--- config.mk ---
export PLATFORM = sky130hd
export DESIGN_NAME = lsu
export DESIGN_NICKNAME = d
export VERILOG_FILES = /design/src/rtl/lsu.sv
export SDC_FILE = /design/constraint.sdc
export NUM_CORES = 1
export LEC_CHECK = 0
export ABC_AREA = 0
export CORE_ASPECT_RATIO = 1.75
export CORE_UTILIZATION = 47
export DETAILED_ROUTE_END_ITERATION = 6
export PLACE_DENSITY_LB_ADDON = 0.12
export SYNTH_ARGS = -nofsm -noshare
export SYNTH_HDL_FRONTEND = slang
export SYNTH_SLANG_ARGS = --single-unit
--- constraint.sdc ---
create_clock -name clk_i -period 10.7 [get_ports clk_i]
set_input_delay 2.14 -clock clk_i [delete_from_list [all_inputs] [get_ports clk_i]]
set_output_delay 2.14 -clock clk_i [all_outputs]
set_load 0.02 [all_outputs]
--- src/rtl/lsu.sv ---
// RV32I load/store unit: turns core loads/stores into word-aligned,
// byte-enabled memory transactions and extends load data for write-back.
module lsu #(
    parameter int DW  = 32,
    parameter int BEW = DW / 8
) (
    input  logic           clk_i,
    input  logic           rst_i,
    input  logic           lsu_req_i,
    input  logic           lsu_we_i,
    input  logic [2:0]     func3_i,
    input  logic [DW-1:0]  addr_i,
    input  logic [DW-1:0]  wdata_i,
    output logic           stall_o,
    output logic           done_o,
    output logic [DW-1:0]  rdata_o,
    output logic           misaligned_o,
    output logic           mem_req_o,
    output logic           mem_we_o,
    output logic [DW-1:0]  mem_addr_o,
    output logic [DW-1:0]  mem_wdata_o,
    output logic [BEW-1:0] mem_be_o,
    input  logic           mem_gnt_i,
    input  logic           mem_rvalid_i,
    input  logic [DW-1:0]  mem_rdata_i
);

    typedef enum logic [1:0] {
        S_IDLE = 2'd0,
        S_REQ  = 2'd1,
        S_WAIT = 2'd2,
        S_DONE = 2'd3
    } state_t;

    state_t          r_state;
    state_t          w_next;
    logic            r_we;
    logic [2:0]      r_func3;
    logic [DW-1:0]   r_addr;
    logic [DW-1:0]   r_wdata;
    logic [DW-1:0]   r_rdata;
    logic            w_legal;
    logic            w_accept;
    logic [BEW-1:0]  w_be;
    logic [DW-1:0]   w_wdata;
    logic [DW-1:0]   w_shift;
    logic [7:0]      w_byte;
    logic [15:0]     w_half;
    logic [DW-1:0]   w_ext;

    // Legality: funct3 must exist for the direction, and the address must be
    // naturally aligned for the access size.
    always_comb begin
        w_legal = 1'b0;
        case (func3_i)
            3'b000:  w_legal = 1'b1;
            3'b001:  w_legal = ~addr_i[0];
            3'b010:  w_legal = (addr_i[1:0] == 2'b00);
            3'b100:  w_legal = ~lsu_we_i;
            3'b101:  w_legal = ~lsu_we_i & ~addr_i[0];
            default: w_legal = 1'b0;
        endcase
    end

    assign w_accept = (r_state == S_IDLE) && lsu_req_i && w_legal;

    // Byte enables and lane-replicated store data from the latched request.
    always_comb begin
        w_be    = 4'b1111;
        w_wdata = r_wdata;
        if (r_we) begin
            case (r_func3[1:0])
                2'b00: begin
                    w_be    = 4'b0001 << r_addr[1:0];
                    w_wdata = {4{r_wdata[7:0]}};
                end
                2'b01: begin
                    w_be    = 4'b0011 << {r_addr[1], 1'b0};
                    w_wdata = {2{r_wdata[15:0]}};
                end
                default: begin
                    w_be    = 4'b1111;
                    w_wdata = r_wdata;
                end
            endcase
        end
    end

    // Lane selection and sign/zero extension of the returned word.
    always_comb begin
        w_shift = mem_rdata_i >> {r_addr[1:0], 3'b000};
        w_byte  = w_shift[7:0];
        w_half  = r_addr[1] ? mem_rdata_i[31:16] : mem_rdata_i[15:0];
        case (r_func3)
            3'b000:  w_ext = {{24{w_byte[7]}}, w_byte};
            3'b001:  w_ext = {{16{w_half[15]}}, w_half};
            3'b100:  w_ext = {24'd0, w_byte};
            3'b101:  w_ext = {16'd0, w_half};
            default: w_ext = mem_rdata_i;
        endcase
    end

    // State register.
    always_ff @(posedge clk_i or posedge rst_i) begin
        if (rst_i) r_state <= S_IDLE;
        else       r_state <= w_next;
    end

    // Latch the request on acceptance; capture load data on response.
    always_ff @(posedge clk_i or posedge rst_i) begin
        if (rst_i) begin
            r_we    <= 1'b0;
            r_func3 <= 3'd0;
            r_addr  <= '0;
            r_wdata <= '0;
            r_rdata <= '0;
        end else begin
            if (w_accept) begin
                r_we    <= lsu_we_i;
                r_func3 <= func3_i;
                r_addr  <= addr_i;
                r_wdata <= wdata_i;
            end
            if (r_state == S_WAIT && mem_rvalid_i && !r_we)
                r_rdata <= w_ext;
        end
    end

    // Next state and outputs; memory payload is only driven while requesting.
    always_comb begin
        w_next       = r_state;
        stall_o      = 1'b0;
        done_o       = 1'b0;
        misaligned_o = 1'b0;
        mem_req_o    = 1'b0;
        mem_we_o     = 1'b0;
        mem_addr_o   = '0;
        mem_wdata_o  = '0;
        mem_be_o     = '0;
        case (r_state)
            S_IDLE: begin
                if (lsu_req_i) begin
                    if (w_legal) begin
                        stall_o = 1'b1;
                        w_next  = S_REQ;
                    end else begin
                        misaligned_o = 1'b1;
                    end
                end
            end
            S_REQ: begin
                stall_o     = 1'b1;
                mem_req_o   = 1'b1;
                mem_we_o    = r_we;
                mem_addr_o  = {r_addr[DW-1:2], 2'b00};
                mem_wdata_o = w_wdata;
                mem_be_o    = w_be;
                if (mem_gnt_i) w_next = S_WAIT;
            end
            S_WAIT: begin
                stall_o = 1'b1;
                if (mem_rvalid_i) w_next = S_DONE;
            end
            S_DONE: begin
                done_o = 1'b1;
                w_next = S_IDLE;
            end
            default: w_next = S_IDLE;
        endcase
    end

    assign rdata_o = r_rdata;

endmodule

# Word-level counts from Yosys, hierarchy flattened
# Index checks and enable logic that the tools add are counted.
# totals
ff_bits	102
latch_bits	0
ramBits	0
romBits	0
inputBits	105
out_inout_bits	105
wordCells	63
memories	0
# op_classes
n_addsub	0
n_mul	0
div	0
n_lt_le_gt_ge	0
eq_ne	15
shift	3
muxes	24
bitwise	3
reduce_logical	12
# op_table
operator	count
32-bit case mux with 4 select lines	1
32-bit 2-to-1 mux	3
32-bit case mux with 2 select lines	1
32-bit by 5-bit right shift with 8-bit output	1
16-bit 2-to-1 mux	1
3-bit == test, second input constant	4
1-bit 2-to-1 mux	8
2-bit 2-to-1 mux	4
4-bit 2-to-1 mux	2
2-bit != test, second input constant	4
2-bit case mux with 4 select lines	1
4-bit case mux with 2 select lines	1
3-bit by 1-bit == test with 1-bit output, second input constant	2
2-bit zero test	3
3-bit zero test	2
1-bit case mux with 5 select lines	1
2-bit by 1-bit == test with 1-bit output, second input constant	2
2-bit == test, second input constant	2
1-bit logical AND	4
4-bit AND reduction	1
1-bit by 2-bit left shift with 4-bit output, first input constant	1
2-bit by 2-bit left shift with 4-bit output, first input constant	1
3-bit by 2-bit == test with 1-bit output, second input constant	1
1-bit NOT	2
other kinds (4)	4

# Logic depth before layout (Yosys ltp)
# depth
word_depth	6
depth_mapped	8
depth_no_buf	6

# Worst setup path before layout
# Ideal clock, no wire load.
# synth_path
kind	input-to-output
startpoint	input func3_i[0]
endpoint	output stall_o
arrival_time_ns	3.343
required_ns	8.560
setup_slack_ns	5.217
stages	6
path_buffers	2
cell_sequence	nor4_1 o21ba_2 buf_2 buf_4 nor2_1 nor2_1
# synth_between
elab_chain_cells	5
word_cells_on_any_way	9
cone_classes	4 x eq/ne; 4 x mux; 1 x reduce/logical
# synth_lines
element	line	rtl
start: declaration	11	input logic [2:0] func3_i,
3-bit == test, or another cell as far along	55	case (func3_i)
1-bit case mux with 5 select lines (*)	55	
1-bit 2-to-1 mux (*)	143	if (w_legal) begin
1-bit 2-to-1 mux (*)	142	if (lsu_req_i) begin
1-bit case mux with 2 select lines (*)	140	case (r_state)
end: declaration	14	output logic stall_o,
# Mark *: on every way between the ends. The rest lies on a longest branch, timed or not.

# Worst setup path in the final report
# layout_path
startpoint	input addr_i[0]
endpoint	output stall_o
# layout_between
elab_chain_cells	6
word_cells_on_any_way	7
cone_classes	4 x mux; 2 x bitwise; 1 x reduce/logical
# layout_lines
element	line	rtl
start: declaration	12	input logic [DW-1:0] addr_i,
1-bit NOT	57, 60	
1-bit AND	60	3'b101: w_legal = ~lsu_we_i & ~addr_i[0];
1-bit case mux with 5 select lines (*)	55	
1-bit 2-to-1 mux (*)	143	
1-bit 2-to-1 mux (*)	142	
1-bit case mux with 2 select lines (*)	140	
# Marked as above.

==> qor.csv <==
stage,metric,value,unit
logic_synthesis,Mapped Avg Cell Area,10.3,µm²
clocking,"Hold-fix buffers, CTS",0,
global_routing,pin count of the biggest net entering global routing,72,
final_layout,Area growth syn-to-layout,45.0,%
drt,average vias per placed instance,5.55,
logic_synthesis,Synth cell types,42,
critical_path,CP endpoint kind,output pin,
floorplan,Core ar.,11000,µm²
clocking,# resized after CTS,0,
clocking,TritonCTS Buffers,9,
drt,vias,4632,
power,Int Pwr,1.34,mW
logic_synthesis,Synth Flop Type,dfrtp_1,
logic_synthesis,main combinational cell family by area after synthesis,multiplexers,
run_status,outcome,completed,
logic_synthesis,"Seq/Total Area, Yosys",48.1,%
power,Reg power frac,31.8,%
logic_synthesis,Post-Synth XOR/XNOR Area,0,%
drt,wire length per cell,18.4,µm
timing,Least-Margin Pin Slew,1.13,ns
critical_path,crit start category,input pin,
power,Logic pwr share,53.0,%
timing,setup TNS,0,ns
critical_path,Worst Path Arrival,4.89,ns
floorplan,IO Pins,210,
timing,crit share post-route,65.7,%
logic_synthesis,post-synthesis mux area share,17.6,%
placed_design,gpl congestion,0.836,
final_layout,share of cells above drive strength 1,13.4,%
drt,# DRC,0,
timing,Fin. Hold Viols,0,
power,Sw Share,39.9,%
logic_synthesis,post-synthesis compound-gate area fraction,10.9,%
logic_synthesis,Post-Syn Instances,515,
clocking,clock latency on the worst-skew pair,0.35,ns
clocking,Clock Path Buffers,2,
global_routing,total congestion overflow,0,
power,PwrDens,290,nW/µm²
drt,antenna-violating nets left,0,
power,clock share of power,15.2,%
drt,drt total wl,15400,µm
power,worst vdd ir,0.161,mV
final_layout,ant diodes,0,
min_path,Hold Crit Class,reg -> reg,
final_layout,"commonest non-fill, non-tap cell in the layout",clkdlybuf4s50_1,
logic_synthesis,Synth Warn #,0,
placed_design,DP Wirelength,11000,µm
logic_synthesis,area of the mapped netlist,5310,µm²
logic_synthesis,asr flop ratio synth,100,%
global_routing,met2 usage,48.3,%
timing,Setup WS post-layout,3.67,ns
placed_design,DP Worst Slack,3.62,ns
timing,post-layout min period,7.03,ns
global_routing,initial antenna violation count,0,
clocking,Root Driver,clkbuf_16,
global_routing,met1 Track Usage GR,27.6,%
floorplan,site row count,51,
critical_path,Crit Path Category,in -> out,
global_routing,most used routing layer,met2,
timing,Final setup viols,0,
floorplan,Die ar.,11700,µm²
logic_synthesis,Post-Synth Adder-Cell Area,1.18,%
clocking,Sink Count,102,
timing,Worst slew margin,24.8,%
placed_design,IO Port Bufs,207,
clocking,CTS tree,built,
timing,FMAX,142,MHz
clocking,CTS H-tree lvls,3,
clocking,clock-pin slew on the worst setup and hold paths,0.07,ns
floorplan,Initial Util,48.1,%
global_routing,first-pass GRT wire length,23700,µm
power,Leak,3.28,nW
power,NetSw,0.890,mW
floorplan,chip height,143,µm
drt,drt pass-1 iters,4,
logic_synthesis,Synth Area in Simple Gates,17.6,%
timing,Hold Slack,0.490,ns
job,max-cap viol count,0,
drt,initial DRC count,188,
logic_synthesis,register bit count reported by yosys,102,
timing,RSZ-0062 raised after global routing,no,
critical_path,WP data required,8.56,ns
final_layout,# nets final,807,
critical_path,crit path max fanout,71,
global_routing,number of global-route vias before repair,4850,
logic_synthesis,count of flip-flops with a built-in enable after synthesis,0,
timing,final slew viol count,0,
timing,clk_skew,0.00770,ns
floorplan,die width,82.4,µm
global_routing,gr usage total,27.1,%
global_routing,met3 global-route usage,7.80,%
final_layout,most frequent cells in the layout,"clkdlybuf4s50_1 (207), dfrtp_1 (102), nand2_1 (76), mux2_2 (66), and2_1 (42)",
clocking,# Post-CTS Setup Buffers,0,
power by group through the flow:
stage / Combinational [mW] / Clock (mW) / Sequential [mW]
final: 1.18 / 0.339 / 0.710
after CTS: 1.19 / 0.343 / 0.711
after global routing: 1.28 / 0.360 / 0.739
after floorplan: 0.663 / 0 / 0.742
after global placement: 1.17 / 0 / 0.705
after detailed placement: 1.19 / 0 / 0.716
critical path: stages:
cell and delay (ns):
clkdlybuf4s50_1 0.46, nor4_1 0.54, o21ba_4 0.92, nor2_1 0.09, nor2_1 0.13, clkdlybuf4s50_1 0.61
flip-flops by register name (all words and copies together) (netlist names):
register / count
rdata_o: 32
r_func3: 3
r_wdata: 32
r_addr: 32
r_state: 2
r_we: 1
cells by family (layout without fill, tap and decap cells):
family          Yosys count  count (layout)
mux                      84              84
other cells               1               2
compound gates           85              85
fa+ha+maj                 5               5
buf+inv                  49             235
simple gates            189             189
flops                   102             102
synthesized netlist by cell type (2+ instances only):
| cell type | instances | area share [%] |
|---|---|---|
| nand2_1 | 76 | 5.4 |
| or3_1 | 7 | 0.82 |
| o211a_1 | 8 | 1.5 |
| nand3b_1 | 3 | 0.42 |
| clkbuf_1 | 19 | 1.3 |
| dfrtp_1 | 102 | 48 |
| o21ai_0 | 30 | 2.8 |
| mux2_2 | 66 | 14 |
| a21boi_0 | 17 | 2.4 |
| a21oi_1 | 11 | 1.0 |
| and2_1 | 42 | 4.9 |
| ha_1 | 5 | 1.2 |
| nor3_1 | 5 | 0.47 |
| nor2b_1 | 4 | 0.47 |
| nand3_1 | 33 | 3.1 |
| buf_1 | 4 | 0.28 |
| buf_2 | 9 | 0.85 |
| nor2_1 | 7 | 0.49 |
| a221o_1 | 7 | 1.3 |
| inv_1 | 7 | 0.49 |
| and3_1 | 6 | 0.71 |
| buf_4 | 9 | 1.3 |
| mux2i_1 | 16 | 3.0 |
| nand2b_1 | 3 | 0.35 |
| o21bai_1 | 2 | 0.28 |
worst paths after layout:
path / slack [ns] / start / cells after the start / end
max: 3.67 / addr_i[0] / 6 / stall_o
max reg2reg: 8.36 / r_state[0] / 5 / r_wdata[23]
max in group asynchronous: 7.35 / rst_i / 3 / rdata_o[3]
min reg2reg: 0.49 / rdata_o[3] / 2 / rdata_o[3]
min in group asynchronous: 2.22 / rst_i / 2 / r_wdata[19]
min: 0.49 / rdata_o[3] / 2 / rdata_o[3]
final cells by class:
class | count | area [µm²]
Timing Repair Buffer | 212 | 2110
Sequential cell | 102 | 2550
Multi-Input combinational cell | 365 | 2540
Inverter | 7 | 28.8
Tap cell | 132 | 165
Fill cell | 883 | 3340
Clock inverter | 6 | 70.1
Clock buffer | 10 | 239
through the flow:
| step | std cells | utilization [%] | cell area (µm²) | power, mW |
|---|---|---|---|---|
| after global routing | 834 | 69.8 | 7700 | 2.38 |
| after global placement | 818 | 67.0 | 7390 | 1.87 |
| after detailed placement | 818 | 67.0 | 7390 | 1.90 |
| after CTS | 834 | 69.8 | 7700 | 2.25 |
| final | 834 | 69.8 | 7700 | 2.23 |
| after floorplan | 516 | - | 5310 | 1.40 |
layer usage:
metal / vias up / routed length (µm)
met5: - / 0
met4: 0 / 719
met3: 37 / 1160
met2: 184 / 8140
met1: 2272 / 5330
li1: 2139 / -
Note: power is estimated with default switching activity, not from simulation.
